### config.mk
export PLATFORM = sky130hd
export DESIGN_NAME = mnemonic_uart_tx_flat
export DESIGN_NICKNAME = d
export VERILOG_FILES = /design/src/rtl/mnemonic_uart_tx_if.sv /design/src/rtl/mnemonic_uart_tx.sv /design/src/flat_wrapper.sv
export SDC_FILE = /design/constraint.sdc
export NUM_CORES = 1
export LEC_CHECK = 0
export ABC_AREA = 0
export CAP_MARGIN = 15
export CORE_MARGIN = 1.5
export CORE_UTILIZATION = 25
export DETAILED_ROUTE_END_ITERATION = 16
export SKIP_LAST_GASP = 1
export SLEW_MARGIN = 20
export SYNTH_ARGS = -nofsm -noshare
export SYNTH_HDL_FRONTEND = slang
export SYNTH_SLANG_ARGS = --single-unit
### constraint.sdc
create_clock -name clock -period 3.8 [get_ports clock]
set_input_delay 0.57 -clock clock [delete_from_list [all_inputs] [get_ports clock]]
set_output_delay 0.57 -clock clock [all_outputs]
set_load 0.01 [all_outputs]
### src/rtl/mnemonic_uart_tx_if.sv
// rtl/mnemonic_uart_tx_if.sv - request/status bundle between the decoder and the mnemonic UART transmitter
interface mnemonic_uart_tx_if;
    logic [39:0] char_in;
    logic        char_valid;
    logic        ready;
    logic        busy;
    logic        dropped;

    modport master (
        output char_in,
        output char_valid,
        input  ready,
        input  busy,
        input  dropped
    );

    modport slave (
        input  char_in,
        input  char_valid,
        output ready,
        output busy,
        output dropped
    );
endinterface

### src/rtl/mnemonic_uart_tx.sv
// rtl/mnemonic_uart_tx.sv - serialises a 5-character mnemonic (plus optional CR/LF) over an 8N1 UART line
module mnemonic_uart_tx #(
    parameter int CLKS_PER_BIT = 434,
    parameter bit SEND_CRLF    = 1'b1
) (
    input  logic              clock,
    input  logic              reset_n,
    mnemonic_uart_tx_if.slave bus,
    output logic              tx
);

    localparam int             BW        = (CLKS_PER_BIT > 2) ? $clog2(CLKS_PER_BIT) : 1;
    localparam logic [BW-1:0]  BAUD_LAST = BW'(CLKS_PER_BIT - 1);
    localparam logic [2:0]     BYTE_LAST = SEND_CRLF ? 3'd6 : 3'd4;

    // A bit period shorter than two clocks leaves no room for the baud counter
    generate
        if (CLKS_PER_BIT < 2) begin : g_bad_clks_per_bit
            $error("mnemonic_uart_tx: CLKS_PER_BIT must be at least 2");
        end
    endgenerate

    typedef enum logic [1:0] {
        IDLE,
        START,
        DATA,
        STOP
    } state_t;

    state_t        state;
    logic [BW-1:0] baud;
    logic [2:0]    bit_idx;
    logic [2:0]    byte_idx;
    logic [39:0]   hold;
    logic [7:0]    shreg;
    logic          ready_r;
    logic          dropped_r;
    logic          tx_r;
    logic [7:0]    cur_byte;
    logic          baud_end;

    // Byte selected for the frame being started: five characters, then CR, LF
    always_comb begin
        cur_byte = 8'h0A;
        case (byte_idx)
            3'd0:    cur_byte = hold[39:32];
            3'd1:    cur_byte = hold[31:24];
            3'd2:    cur_byte = hold[23:16];
            3'd3:    cur_byte = hold[15:8];
            3'd4:    cur_byte = hold[7:0];
            3'd5:    cur_byte = 8'h0D;
            default: cur_byte = 8'h0A;
        endcase
    end

    assign baud_end = (baud == BAUD_LAST);

    // Framing FSM; every output is registered so tx has no path from the inputs
    always_ff @(posedge clock or negedge reset_n) begin
        if (!reset_n) begin
            state     <= IDLE;
            baud      <= '0;
            bit_idx   <= 3'd0;
            byte_idx  <= 3'd0;
            hold      <= 40'h0;
            shreg     <= 8'h00;
            ready_r   <= 1'b1;
            dropped_r <= 1'b0;
            tx_r      <= 1'b1;
        end else begin
            dropped_r <= bus.char_valid && !ready_r;
            case (state)
                IDLE: begin
                    if (bus.char_valid) begin
                        // Start bit of the first byte begins on the accept edge
                        hold     <= bus.char_in;
                        tx_r     <= 1'b0;
                        ready_r  <= 1'b0;
                        baud     <= '0;
                        byte_idx <= 3'd0;
                        state    <= START;
                    end
                end
                START: begin
                    if (baud_end) begin
                        baud    <= '0;
                        tx_r    <= cur_byte[0];
                        shreg   <= {1'b0, cur_byte[7:1]};
                        bit_idx <= 3'd0;
                        state   <= DATA;
                    end else begin
                        baud <= baud + 1'b1;
                    end
                end
                DATA: begin
                    if (baud_end) begin
                        baud <= '0;
                        if (bit_idx == 3'd7) begin
                            tx_r  <= 1'b1;
                            state <= STOP;
                        end else begin
                            tx_r    <= shreg[0];
                            shreg   <= {1'b0, shreg[7:1]};
                            bit_idx <= bit_idx + 3'd1;
                        end
                    end else begin
                        baud <= baud + 1'b1;
                    end
                end
                STOP: begin
                    if (baud_end) begin
                        baud <= '0;
                        if (byte_idx == BYTE_LAST) begin
                            // Line is already high from the stop bit
                            ready_r <= 1'b1;
                            state   <= IDLE;
                        end else begin
                            // Next start bit follows the stop bit with no idle gap
                            byte_idx <= byte_idx + 3'd1;
                            tx_r     <= 1'b0;
                            state    <= START;
                        end
                    end else begin
                        baud <= baud + 1'b1;
                    end
                end
                default: state <= IDLE;
            endcase
        end
    end

    assign bus.ready   = ready_r;
    assign bus.busy    = ~ready_r;
    assign bus.dropped = dropped_r;
    assign tx          = tx_r;

endmodule
### src/flat_wrapper.sv
// flat-port wrapper written by rule: the top's interface ports become plain ports
module mnemonic_uart_tx_flat 
#(
    parameter int CLKS_PER_BIT = 434,
    parameter bit SEND_CRLF    = 1'b1
)
  (clock, reset_n, tx, bus_char_in, bus_char_valid, bus_ready, bus_busy, bus_dropped);
  mnemonic_uart_tx_if bus_i ();
  input  logic clock;
  input  logic reset_n;
  output logic tx;
  input wire logic [$bits(bus_i.char_in)-1:0] bus_char_in;
  input wire logic [$bits(bus_i.char_valid)-1:0] bus_char_valid;
  output wire logic [$bits(bus_i.ready)-1:0] bus_ready;
  output wire logic [$bits(bus_i.busy)-1:0] bus_busy;
  output wire logic [$bits(bus_i.dropped)-1:0] bus_dropped;
  assign bus_i.char_in = bus_char_in;
  assign bus_i.char_valid = bus_char_valid;
  assign bus_ready = bus_i.ready;
  assign bus_busy = bus_i.busy;
  assign bus_dropped = bus_i.dropped;
  mnemonic_uart_tx #(.CLKS_PER_BIT(CLKS_PER_BIT), .SEND_CRLF(SEND_CRLF)) u_core (.clock(clock), .reset_n(reset_n), .bus(bus_i), .tx(tx));
endmodule
======== Word-level counts from Yosys, hierarchy flattened ========
Index checks and enable logic that the tools add are counted.
Widths: inputs -> output; s select.
word-level totals
  register bits ........................... 68
  bits in latches ......................... 0
  bits in writable memories ............... 0
  memory bits (read-only) ................. 0
  input port bits ......................... 43
  output and inout bits ................... 4
  logic and storage cells ................. 78
  memories kept ........................... 0
cells by class
  add/subtract/negate cells ............... 3
  $mul .................................... 0
  div/mod/pow operators ................... 0
  magnitude comparators ................... 0
  eq/ne operators ......................... 19
  shift operators ......................... 0
  multiplexer cells ....................... 33
  bitwise logic cells ..................... 1
  reductions and logical operators ........ 13
operators with widths
  cell                 count
  $pmux 8 s6           1
  $mux 8               3
  $mux 3               6
  $mux 9               2
  $pmux 9 s2           1
  $pmux 8 s2           1
  $eq 3x3->1 const B   4
  $pmux 3 s2           2
  $reduce_and 4->1     3
  $mux 2               5
  $ne 2x1->1 const B   5
  $reduce_and 5->1     2
  $add 9x1->9 const B  1
  $eq 9x9->1 const B   1
  $mux 1               9
  $pmux 2 s4           1
  $add 3x1->3 const B  2
  $eq 3x2->1 const B   2
  $ne 2x2->1 const B   3
  $eq 2x2->1 const B   2
  $pmux 1 s4           1
  $reduce_bool 2->1    2
  $eq 3x1->1 const B   1
  $logic_not 3->1      1
  other kinds (8)      8

======== Logic depth before layout (Yosys ltp) ========
Gate-level depths: netlist of the first run.
  word-level depth ........................ 4
  depth in mapped cells ................... 8
  depth with buffers taken out ............ 6

======== Worst setup path after synthesis of the first run ========
OpenSTA, ideal clock, no wires.
  path kind ............................... register -> register
  start point ............................. register u_core.byte_idx[2]
  end point ............................... register u_core.shreg[4]
  setup time .............................. 0.125 ns
  data arrival time ....................... 1.971 ns
  data required time ...................... 3.675 ns
  path slack .............................. 1.704 ns
  stages on the path, launching flop included .. 8
  path buffers ............................ 2
  clock period less this slack ............ 2.096 ns
  path through ............................ dfrtp_1 -> clkbuf_1 -> inv_1 -> ha_1 -> buf_1 -> o41ai_1 -> o21ai_0 -> mux2_2
between the ends
  longest elaborated chain between the ends .. 4
  elaborated cells between the ends (all ways) .. 9
  those cells by class .................... eq/ne: 5; mux: 3; reduce/logical: 1
ends and longest elaborated chain
  item                                      line                     text
  from (decl)                               mnemonic_uart_tx.sv:33   logic [2:0] byte_idx;
  from (signal assigned)                    mnemonic_uart_tx.sv:119  byte_idx <= byte_idx + 3'd1;
  $eq 3x3->1, or another cell as far along  mnemonic_uart_tx.sv:45   case (byte_idx)
  $pmux 8 s6 (*)                            mnemonic_uart_tx.sv:45
  $mux 8 (*)                                mnemonic_uart_tx.sv:85   if (baud_end) begin
  $pmux 8 s2 (*)                            mnemonic_uart_tx.sv:72   case (state)
  to (signal assigned)                      mnemonic_uart_tx.sv:88   shreg <= {1'b0, cur_byte[7:1]};
  to (signal assigned)                      mnemonic_uart_tx.sv:103  shreg <= {1'b0, shreg[7:1]};
  to (decl)                                 mnemonic_uart_tx.sv:35   logic [7:0] shreg;
Mark *: on every way between the ends. The rest lies on a longest branch, timed or not. The select of a mux whose other input is x is not followed.
A chain may end at the register's enable or synchronous reset.

======== Final worst setup path of the first run ========
Same ends and word-level chain as after synthesis.

==> results.rst, run 1 <==
.. list-table::
   :header-rows: 1

   * - Metric
     - Value
   * - Floorplan row count
     - 41
   * - Max Slew Vio Count
     - 0
   * - Power per cell area
     - 401 nW/um^2
   * - Post-synthesis share of cell area spent on full adders, half adders and majority gates
     - 0.0495
   * - Transition time at the pin with the least slew margin
     - 0.705 ns
   * - Arrival time at the worst endpoint
     - 2.62 ns
   * - Post-synthesis instance area
     - between 3000 and 4000 um^2
   * - Worst Reg-to-Reg Cells
     - 5
   * - Length of the first detailed-routing pass in iterations
     - 4
   * - Number of diodes
     - 0
   * - RSZ-0062 raised after global routing
     - false
   * - Hold-fix buffers, CTS
     - 0
   * - Number of standard cells after synthesis
     - 280
   * - Cell family with the largest share of critical-path delay
     - compound AO/OA/AOI/OAI gates
   * - Xor/xnor cell area share of the yosys netlist
     - 0.00267
   * - CTS Root Buffer Type
     - sky130_fd_sc_hd__clkbuf_16
   * - Share of cells above drive strength 1
     - 0.211
   * - Hpwl dp
     - 5.25 mm
   * - Syn. warnings
     - 0
   * - Register area share after synthesis
     - 0.511
   * - Delay of the slowest critical-path stage
     - between 0.6 and 0.7 ns
   * - Start-to-end type of the worst setup path
     - reg -> reg
   * - Count of instances resized after the clock tree is built
     - 0
   * - Placeable Area
     - 12700 um^2
   * - Number of nets with antenna violations after detailed routing
     - 0
   * - Global Route Usage Sum
     - 0.114
   * - Via density per instance
     - 4.79
   * - Final total negative setup slack
     - 0 ns
   * - Sw power
     - 0.000312 W
   * - Final min period
     - 2.40 ns
   * - Summed area of non-filler cells in the final layout
     - 4220 um^2
   * - Chip Height
     - 118 um
   * - Proportion of netlist area held by the largest area contributor
     - 0.495
   * - Floorplan die area
     - 13800 um^2
   * - Fraction of registers with async set/reset
     - 1.00
   * - Post-Synth Simple-Gate Area
     - 0.0811
   * - TritonCTS buffer count
     - 9
   * - R2R Path End
     - u_core.shreg[4]
   * - Final worst clock skew
     - 0.00486 ns
   * - Sequential group share of total power
     - 0.422
   * - Most used flip-flop cell after synthesis
     - sky130_fd_sc_hd__dfrtp_1
   * - Worst setup SP type
     - flop
   * - H-tree depth
     - 3
   * - Number of I/O port buffers
     - 46
   * - Class of the worst hold path
     - in -> async
   * - Slowest stage cell on the critical path
     - sky130_fd_sc_hd__dfrtp_1
   * - Peak clock frequency supported by timing
     - 417 MHz
   * - Run status
     - finished clean
   * - Leak
     - about 1.8 nW
   * - Count of routing violations after the opening detailed-route iteration
     - 193
   * - Buffers inserted during post-CTS setup optimization
     - 0
   * - Number of max-cap violations
     - 0
   * - Total wirelength of the detailed-routed design
     - 7.52 mm
   * - Via count of the first global-routing pass
     - 2436
   * - Critical path fanouts, max
     - 18
   * - Maximum number of pins on one net before global-route repair
     - 41
   * - Number of remaining DRC errors
     - 0
   * - Synth Area in Compound Gates
     - 0.163
   * - Global placer's final weighted congestion
     - 0.878
   * - Dominant cell type by area after synthesis
     - sky130_fd_sc_hd__dfrtp_1
   * - Final period util
     - 0.631
   * - Number of top-level pins
     - 47
   * - Mux share of post-synthesis cell area
     - 0.161
   * - Internal power of the cells
     - 0.00138 W
   * - Reg-to-reg startpoint
     - u_core.byte_idx[2]
   * - Width of the die
     - 118 um
   * - Number of sinks on the clock net
     - 67
   * - Area grow syn2layout
     - 28.5%
   * - Final Setup Violations
     - 0
   * - Net switching fraction of the power
     - 0.184
   * - Final-report hold violation count
     - 0
   * - Largest family of logic cells by synthesized area
     - compound AO/OA/AOI/OAI gates
   * - Later-pin clock latency in the skew report
     - 0.33 ns
   * - Worst Path Buf+Inv
     - 1
   * - Ordered list of cells on the worst path
     - inv_1 -> ha_1 -> o41ai_1 -> o21ai_0 -> mux2_2
   * - Flop2flop setup slack
     - between 1 and 1.5 ns
   * - Number of nets produced by synthesis
     - 336
   * - Final Power
     - 0.00170 W
   * - Area of placed instances
     - 3900 um^2
   * - EDFF count, synth
     - 0
   * - Maximum buffer depth of the clock tree
     - 2
   * - Initial cell density of the core
     - 0.258
   * - Total vias in the final route
     - 2390
   * - Global-route wire length before repair
     - 12.5 mm
   * - Highest ir drop seen on vdd
     - 196 uV
   * - Clock power frac
     - 0.542
   * - Top cells by area, synth
     - sky130_fd_sc_hd__dfrtp_1 50%, sky130_fd_sc_hd__mux2_2 16%, sky130_fd_sc_hd__ha_1 5.0%
   * - CTS clock-pin slew for the worst setup and hold paths
     - 0.05 ns
   * - Nets
     - 381
   * - Count of different cell masters after synthesis
     - between 40 and 50
   * - Worst Path Required
     - 4.02 ns
   * - WL/cell
     - 15.1 um
   * - Synthesized area per cell
     - 11.7 um^2
   * - Category of the worst setup path capture point
     - flop
   * - Relative slew slack
     - 0.530
   * - Grt total ovfl
     - 0
   * - Yosys reg bits
     - 67
   * - Clock tree from TritonCTS
     - yes
   * - Proportion of power drawn by combinational gates
     - 0.036
   * - Antenna violations before repair
     - 0
cell families after synthesis:
| kind of cell | count (synthesis) |
|---|---|
| AO/OA/AOI/OAI | 76 |
| XOR/XNOR | 1 |
| adder cells (fa/ha/maj) | 13 |
| buffers and inverters | 24 |
| flip-flops | 67 |
| multiplexers | 47 |
| AND/OR/NAND/NOR | 52 |
cell usage after synthesis (3+ instances only):
master,number
sky130_fd_sc_hd__clkbuf_1,11
sky130_fd_sc_hd__nor3_1,7
sky130_fd_sc_hd__a21oi_1,12
sky130_fd_sc_hd__a222oi_1,7
sky130_fd_sc_hd__o21ai_1,4
sky130_fd_sc_hd__nor2b_1,4
sky130_fd_sc_hd__o22ai_1,6
sky130_fd_sc_hd__nand2_1,15
sky130_fd_sc_hd__o21ai_0,17
sky130_fd_sc_hd__ha_1,13
sky130_fd_sc_hd__a22oi_1,3
sky130_fd_sc_hd__nor2_1,8
sky130_fd_sc_hd__dfrtp_1,65
sky130_fd_sc_hd__a22o_1,6
sky130_fd_sc_hd__nand3_1,6
sky130_fd_sc_hd__nand2b_1,4
sky130_fd_sc_hd__mux2_2,46
sky130_fd_sc_hd__inv_1,10
through the flow:
step	utilization	worst slack, ns	hold WS (ns)	std cells
2_1_floorplan	-	1.70	0.274	280
3_3_place_gp	0.307	1.49	0.473	486
3_5_place_dp	0.307	1.40	0.481	486
4_1_cts	0.332	1.40	0.309	499
5_1_grt	0.332	1.25	0.348	499
6_report	0.332	1.40	0.292	499
cell type report:
type | count | area [um^2]
fill | 1340 | 8500
clock buffer | 10 | 229
clock inverter | 3 | 90.1
multi-input combinational | 189 | 1500
timing repair buffer | 48 | 470
inverter | 10 | 37.5
sequential | 67 | 1680
tap | 172 | 215
worst max path at each step:
stage / startpoint / endpoint / slack, ns / cells after the start
after floorplan: u_core.byte_idx[2] / u_core.shreg[4] / 1.70 / 7
after global placement: u_core.byte_idx[2] / u_core.shreg[4] / 1.49 / 5
after detailed placement: u_core.byte_idx[2] / u_core.shreg[4] / 1.40 / 5
after CTS: u_core.byte_idx[2] / u_core.shreg[4] / 1.40 / 5
after global routing: u_core.byte_idx[2] / u_core.shreg[4] / 1.25 / 5
final: u_core.byte_idx[2] / u_core.shreg[4] / 1.40 / 5
power by group through the flow:
| stage | combinational (W) | clock, W | sequential, W |
|---|---|---|---|
| floorplan | 0.00000101 | 0 | 0.000728 |
| detailed placement | 0.0000636 | 0 | 0.000727 |
| global route | 0.0000678 | 0.000967 | 0.000714 |
| CTS | 0.0000640 | 0.000944 | 0.000715 |
| global placement | 0.0000629 | 0 | 0.000727 |
| finish | 0.0000614 | 0.000919 | 0.000715 |
registers in the layout (all words and copies together) (netlist names):
name,count
u_core.hold,40
u_core.baud,9
u_core.shreg,7
u_core.bit_idx,3
u_core.byte_idx,3
u_core.state,2
u_core.bus.dropped,1
u_core.bus.ready,1
u_core.tx,1
layer usage:
| layer | share of wire | track usage | vias to the layer above |
|---|---|---|---|
| met5 | 0 | 0 | - |
| met4 | 0.029 | 0.0640 | 0 |
| met3 | 0.033 | 0.0208 | 17 |
| met2 | 0.46 | 0.176 | 60 |
| met1 | 0.48 | 0.149 | 1171 |
| li1 | - | - | 1142 |
layout by cell type (no fill, tap or decap), drive strengths merged, types with 8 or more instances in the layout:
master         synthesis  layout
dfrtp                 65      65
mux2                  46      46
clkdlybuf4s50          0      45
o21ai                 22      22
nand2                 15      15
ha                    13      13
a21oi                 12      12
inv                   10      10
clkbuf                11      10
nor2                   8       8
No activity file was read; power rests on OpenSTA's default activity.
==> run 2, diff against run 1 <==
==> constraint.sdc (replaced) <==
create_clock -name clock -period 2.45 [get_ports clock]
set_input_delay 0.3675 -clock clock [delete_from_list [all_inputs] [get_ports clock]]
set_output_delay 0.3675 -clock clock [all_outputs]
set_load 0.01 [all_outputs]
==> run 2 against run 1 <==
Compared with the run above:
- sequential share of layout area fell by 0.15 points
- register-to-register slack got worse by 1.0 ns
- critical path depth rose by 1
- worst hold slack got worse by 0.24 ns
- setup slack got worse by 1.0 ns
- clock power rose by 39%
- final cell count rose by 1.0%
==> results.rst, run 2 (synthesis results as in run 1) <==
.. list-table::
   :header-rows: 1

   * - Metric
     - Value
   * - Run status
     - finished clean
   * - Transition time at the pin with the least slew margin
     - 0.575 ns
   * - Number of top-level pins
     - 47
   * - Global Route Usage Sum
     - 0.116
   * - Final period util
     - 0.838
   * - Final worst clock skew
     - between 0.004 and 0.005 ns
   * - Global-route wire length before repair
     - 12.8 mm
   * - Storage cell area
     - 1680 um^2
   * - Most common cell after layout, fill and taps aside
     - sky130_fd_sc_hd__dfrtp_1
   * - Number of remaining DRC errors
     - 0
   * - Arrival time at the worst endpoint
     - 2.32 ns
   * - Grt total ovfl
     - 0
   * - Sequential group share of total power
     - 0.447
   * - Floorplan die area
     - 13800 um^2
   * - Total vias in the final route
     - 2452
   * - Hold-fix buffers, CTS
     - 0
   * - Hpwl dp
     - 5.32 mm
   * - Class of the worst hold path
     - in -> async
   * - Antenna violations before repair
     - 0
   * - Via count of the first global-routing pass
     - 2433
   * - WL/cell
     - about 15 um
   * - Leak
     - 1.84 nW
   * - Placeable Area
     - 12700 um^2
   * - Highest ir drop seen on vdd
     - between 300 and 400 uV
   * - Power per cell area
     - 585 nW/um^2
   * - Relative slew slack
     - 0.614
   * - Multi-input combinational cell area
     - 1500 um^2
   * - Later-pin clock latency in the skew report
     - between 0.3 and 0.4 ns
   * - Max Slew Vio Count
     - 0
   * - Total wirelength of the detailed-routed design
     - between 7 and 8 mm
   * - Final min period
     - between 2 and 2.5 ns
   * - Buffers inserted during post-CTS setup optimization
     - 0
   * - Final Power
     - 0.00248 W
   * - Count of instances resized after the clock tree is built
     - 0
   * - Largest register by flop count
     - u_core.hold
   * - Worst Reg-to-Reg Cells
     - 6
   * - Clock tree from TritonCTS
     - yes
   * - Chip Height
     - 118 um
   * - Number of I/O port buffers
     - between 40 and 50
   * - R2R Path End
     - u_core.tx
   * - Floorplan row count
     - between 40 and 50
   * - CTS Root Buffer Type
     - sky130_fd_sc_hd__clkbuf_16
   * - Clock power frac
     - 0.514
   * - Final total negative setup slack
     - 0 ns
   * - H-tree depth
     - 3
   * - Count of fill cells added during filler insertion
     - ~1.3k
   * - Length of the first detailed-routing pass in iterations
     - 5
   * - Worst setup SP type
     - flop
   * - Width of the die
     - between 100 and 150 um
   * - Via density per instance
     - 4.87
   * - Area grow syn2layout
     - 29.0%
   * - Nets
     - 383
   * - Internal power of the cells
     - 0.00196 W
   * - Maximum buffer depth of the clock tree
     - 2
   * - Category of the worst setup path capture point
     - flop
   * - Sw power
     - 0.000523 W
   * - Largest register FFs
     - 40
   * - Worst Path Required
     - 2.71 ns
   * - Number of diodes
     - 0
   * - TritonCTS buffer count
     - 9
   * - Global placer's final weighted congestion
     - 0.875
   * - Maximum number of pins on one net before global-route repair
     - 68
   * - Net switching fraction of the power
     - 0.211
   * - Critical path fanouts, max
     - 9
   * - Number of sinks on the clock net
     - between 60 and 70
   * - Proportion of power drawn by combinational gates
     - 0.039
   * - Largest registers
     - u_core.hold x40, u_core.baud x9, u_core.shreg x7
   * - Share of cells above drive strength 1
     - 0.223
   * - Count of routing violations after the opening detailed-route iteration
     - 162
   * - Final Setup Violations
     - 0
   * - Final-report hold violation count
     - 0
   * - Number of max-cap violations
     - 0
   * - Flop2flop setup slack
     - 0.40 ns
   * - Initial cell density of the core
     - 0.258
   * - Number of nets with antenna violations after detailed routing
     - 0
   * - Peak clock frequency supported by timing
     - 487 MHz
   * - Start-to-end type of the worst setup path
     - reg -> reg
   * - RSZ-0062 raised after global routing
     - false
   * - Reg-to-reg startpoint
     - u_core.state[0]
   * - CTS clock-pin slew for the worst setup and hold paths
     - 0.06 ns
   * - Leading cell types in the layout, fill and taps excluded
     - 65 x sky130_fd_sc_hd__dfrtp_1, 46 x sky130_fd_sc_hd__mux2_2, 45 x sky130_fd_sc_hd__clkdlybuf4s50_1
## run 2: cell types whose count changed in the layout (fill, tap and decap cells not counted)
cell / delta
sky130_fd_sc_hd__clkinvlp_4: +3
sky130_fd_sc_hd__buf_12: +2
sky130_fd_sc_hd__bufinv_16: -2
sky130_fd_sc_hd__clkinv_2: +1
sky130_fd_sc_hd__clkinv_4: +1
## run 2: worst max-delay path, stage by stage (launching register included)
cell and delay, ns:
sky130_fd_sc_hd__dfrtp_1 0.40, sky130_fd_sc_hd__inv_1 0.13, sky130_fd_sc_hd__ha_1 0.34, sky130_fd_sc_hd__nor2b_1 0.49, sky130_fd_sc_hd__nor2_1 0.07, sky130_fd_sc_hd__a22oi_1 0.20, sky130_fd_sc_hd__mux2_2 0.35
## run 2: power groups by stage
stage                     Sequential (W)  Clock [W]  Combinational (W)
after floorplan                  0.00113          0         0.00000156
after global placement           0.00113          0          0.0000999
after detailed placement         0.00113          0           0.000100
after CTS                        0.00111    0.00130           0.000100
after global routing             0.00111    0.00135           0.000107
final                            0.00111    0.00128          0.0000971
## run 2: area by class of cell
cell class,instances,share of cell area
timing repair buffer,50,0.120
multi-input combinational,189,0.354
tap,172,0.0508
inverter,10,0.00885
clock inverter,6,0.0156
sequential,67,0.396
clock buffer,10,0.0540
## run 2: worst max-delay path by stage
stage	start	endpoint
global route	u_core.baud[1]	u_core.state[1]
floorplan	u_core.byte_idx[2]	u_core.shreg[4]
CTS	u_core.state[0]	u_core.tx
global placement	bus_char_valid	u_core.tx
finish	u_core.state[0]	u_core.tx
detailed placement	u_core.state[0]	u_core.tx
## run 2: per-layer routing
metal	vias up	wire, um	global-route usage
met3	8	356	0.0242
met1	1229	3560	0.157
met4	0	142	0.0595
li1	1149	-	-
met5	-	0	0
met2	66	3440	0.176
## run 2: through the flow
| step | instance area [um^2] | hold slack [ns] | setup slack [ns] | utilization | cells |
|---|---|---|---|---|---|
| 4_1_cts | 4240 | 0.0598 | 0.371 | 0.333 | 504 |
| 3_3_place_gp | 3940 | 0.413 | 0.446 | 0.310 | 488 |
| 2_1_floorplan | 3290 | 0.0719 | 0.354 | - | 280 |
| 3_5_place_dp | 3940 | 0.420 | 0.412 | 0.310 | 488 |
| 5_1_grt | 4240 | 0.0722 | 0.169 | 0.333 | 504 |
| 6_report | 4240 | 0.0476 | 0.397 | 0.333 | 504 |
==> run 3, diff against run 2 <==
==> constraint.sdc (replaced) <==
create_clock -name clock -period 1.9 [get_ports clock]
set_input_delay 0.285 -clock clock [delete_from_list [all_inputs] [get_ports clock]]
set_output_delay 0.285 -clock clock [all_outputs]
set_load 0.01 [all_outputs]
==> run 3 against run 2 <==
Compared with the run above:
- via count increased by 4.0%
- non-clock buffer count increased by 26
- first-iteration DRC count is 0.62% lower
- sequential share of layout area down 2.6 points
- total power up 37%
- final cell count up 5.2%
- routed wire length grew 9.0%
- sequential power rose by 29%
- fmax up 8.3%
- critical path type unchanged
- largest power group unchanged
- highest routed layer unchanged
==> results.rst, run 3 (synthesis results as in run 1) <==
.. list-table::
   :header-rows: 1

   * - Metric
     - Value
   * - Number of remaining DRC errors
     - 0
   * - Count of routing violations after the opening detailed-route iteration
     - 161
   * - Leading cell types in the layout, fill and taps excluded
     - 65 x sky130_fd_sc_hd__dfrtp_1, 46 x sky130_fd_sc_hd__mux2_2, 45 x sky130_fd_sc_hd__clkdlybuf4s50_1
   * - Arrival time at the worst endpoint
     - 2.15 ns
   * - Nets
     - 409
   * - Global-route wire length before repair
     - 13.5 mm
   * - Transition time at the pin with the least slew margin
     - between 0.5 and 0.6 ns
   * - Power per cell area
     - 752 nW/um^2
   * - Peak clock frequency supported by timing
     - 527 MHz
   * - Number of top-level pins
     - between 40 and 50
   * - CTS Root Buffer Type
     - sky130_fd_sc_hd__clkbuf_16
   * - Later-pin clock latency in the skew report
     - 0.33 ns
   * - Maximum number of pins on one net before global-route repair
     - 41
   * - Delay of the slowest critical-path stage
     - 0.42 ns
   * - Floorplan die area
     - 13800 um^2
   * - Area grow syn2layout
     - 38.0%
   * - Share of cells above drive strength 1
     - 0.302
   * - Width of the die
     - about 120 um
   * - H-tree depth
     - 3
   * - Initial cell density of the core
     - 0.258
   * - Critical path fanouts, max
     - 14
   * - Number of nets with antenna violations after detailed routing
     - 0
   * - Largest register by flop count
     - u_core.hold
   * - Number of diodes
     - 0
   * - Via density per instance
     - approximately 4.8
   * - Largest registers
     - u_core.hold x40, u_core.baud x9, u_core.shreg x7
   * - Final Setup Violations
     - 0
   * - Flop2flop setup slack
     - 0.004 ns
   * - Cell mode on critical path
     - sky130_fd_sc_hd__ha_1
   * - Final min period
     - 1.90 ns
   * - Placeable Area
     - roughly 13000 um^2
   * - Largest register FFs
     - 40
   * - Via count of the first global-routing pass
     - 2715
   * - Grt total ovfl
     - 0
   * - Global placer's final weighted congestion
     - approximately 0.86
   * - Ordered list of cells on the worst path
     - ha_1 -> ha_1 -> nand2b_1 -> a211o_4 -> or2_4 -> o21ai_1
   * - Worst Path Required
     - approximately 2.2 ns
   * - Final-report hold violation count
     - 0
   * - Final period util
     - 0.998
   * - Number of sinks on the clock net
     - 67
   * - Length of the first detailed-routing pass in iterations
     - 4
   * - WL/cell
     - 15.4 um
   * - Hpwl dp
     - ~5.8 mm
   * - Class of the worst hold path
     - in -> async
   * - Clock tree from TritonCTS
     - yes
   * - Total wirelength of the detailed-routed design
     - around 8.2 mm
   * - Slowest stage cell on the critical path
     - sky130_fd_sc_hd__a211o_4
   * - Total vias in the final route
     - 2551
   * - TritonCTS buffer count
     - 9
   * - Chip Height
     - 118 um
   * - Number of I/O port buffers
     - 46
   * - Relative slew slack
     - 0.660
   * - Leak
     - 1.99 nW
   * - Most common cell after layout, fill and taps aside
     - sky130_fd_sc_hd__dfrtp_1
   * - Buffers inserted during post-CTS setup optimization
     - 0
   * - Fin cells
     - 530
   * - Final worst clock skew
     - 0.00783 ns
   * - Final total negative setup slack
     - 0 ns
   * - Highest ir drop seen on vdd
     - 406 uV
   * - Run status
     - finished clean
   * - Number of max-cap violations
     - 0
   * - Maximum buffer depth of the clock tree
     - 2
   * - Count of fill cells added during filler insertion
     - approximately 1.3k
   * - Floorplan row count
     - approximately 40
   * - Start-to-end type of the worst setup path
     - reg -> reg
   * - Max Slew Vio Count
     - 0
   * - CTS clock-pin slew for the worst setup and hold paths
     - 0.06 ns
   * - RSZ-0062 raised after global routing
     - true
   * - Global Route Usage Sum
     - 0.122
   * - Worst setup SP type
     - flop
   * - Antenna violations before repair
     - 0
   * - Inst Count DP
     - 513
   * - Category of the worst setup path capture point
     - flop
## run 3: changes by cell type in the layout (fill, tap and decap cells not counted), moves of 2 or more
cell	delta
sky130_fd_sc_hd__o21ai_0	-2
sky130_fd_sc_hd__inv_6	+2
sky130_fd_sc_hd__ha_2	+3
sky130_fd_sc_hd__buf_4	+25
sky130_fd_sc_hd__o21ai_1	+2
sky130_fd_sc_hd__ha_1	-4
sky130_fd_sc_hd__clkinvlp_4	-2
## run 3: timing repair
action                                  in CTS  in global routing
endpoints found under the setup margin       0                 10
endpoints found under the hold margin       18                  0
hold buffers                                 1                  0
gates resized for setup                      0                 12
## run 3: metal layers
metal | up-vias | GRT usage | part of all wire
li1 | 1195 | - | -
met1 | 1281 | 0.151 | 0.44
met2 | 62 | 0.204 | 0.50
met3 | 13 | 0.0286 | 0.040
met4 | 0 | 0.0473 | 0.021
met5 | - | 0 | 0
## run 3: area by class of cell
type / instances / area, um^2 / area share
clock buffer: 10 / 239 / 0.0527
timing repair buffer: 76 / 708 / 0.156
clock inverter: 6 / 95.1 / 0.0210
tap: 172 / 215 / 0.0475
inverter: 10 / 41.3 / 0.00911
sequential: 67 / 1680 / 0.370
multi-input combinational: 189 / 1560 / 0.343
## run 3: report_power, final
group          total, W  internal [W]  switching [W]  leakage, nW
clock           0.00185       0.00120       0.000656        0.164
sequential      0.00143       0.00143    0.000000294        0.912
combinational  0.000128     0.0000838      0.0000445        0.911
## run 3: path summary, 6_finish.rpt
path | from | to | cells past startpoint
worst max-delay path | u_core.bit_idx[0] | u_core.shreg[3] | 6
worst min-delay path | reset_n | u_core.baud[2] | 2
worst max register to register | u_core.bit_idx[0] | u_core.shreg[3] | 6
worst min register to register | u_core.shreg[1] | u_core.shreg[1] | 2
max in group asynchronous | reset_n | u_core.bus.ready | 3
min in group clock | u_core.shreg[1] | u_core.shreg[1] | 2
## run 3: worst max-delay path, delay by kind of cell (launching register included)
family / cells / cell delay [ns]
adders and majority gates: 2 / 0.41
DFF: 1 / 0.39
AOI/OAI and AO/OA: 2 / 0.55
and+or+nand+nor: 2 / 0.48
## run 3: through the flow
| stage | cell area (um^2) | worst slack [ns] | util | hold slack, ns | total power, W |
|---|---|---|---|---|---|
| floorplan | 3290 | 0.0289 | - | -0.0106 | 0.00146 |
| global placement | 4140 | 0.0691 | 0.325 | 0.279 | 0.00159 |
| detailed placement | 4140 | 0.0116 | 0.325 | 0.281 | 0.00158 |
| CTS | 4480 | 0.000451 | 0.352 | 0.484 | 0.00345 |
| global route | 4530 | -0.0821 | 0.356 | 0.505 | 0.00352 |
| finish | 4530 | 0.00368 | 0.356 | 0.454 | 0.00341 |
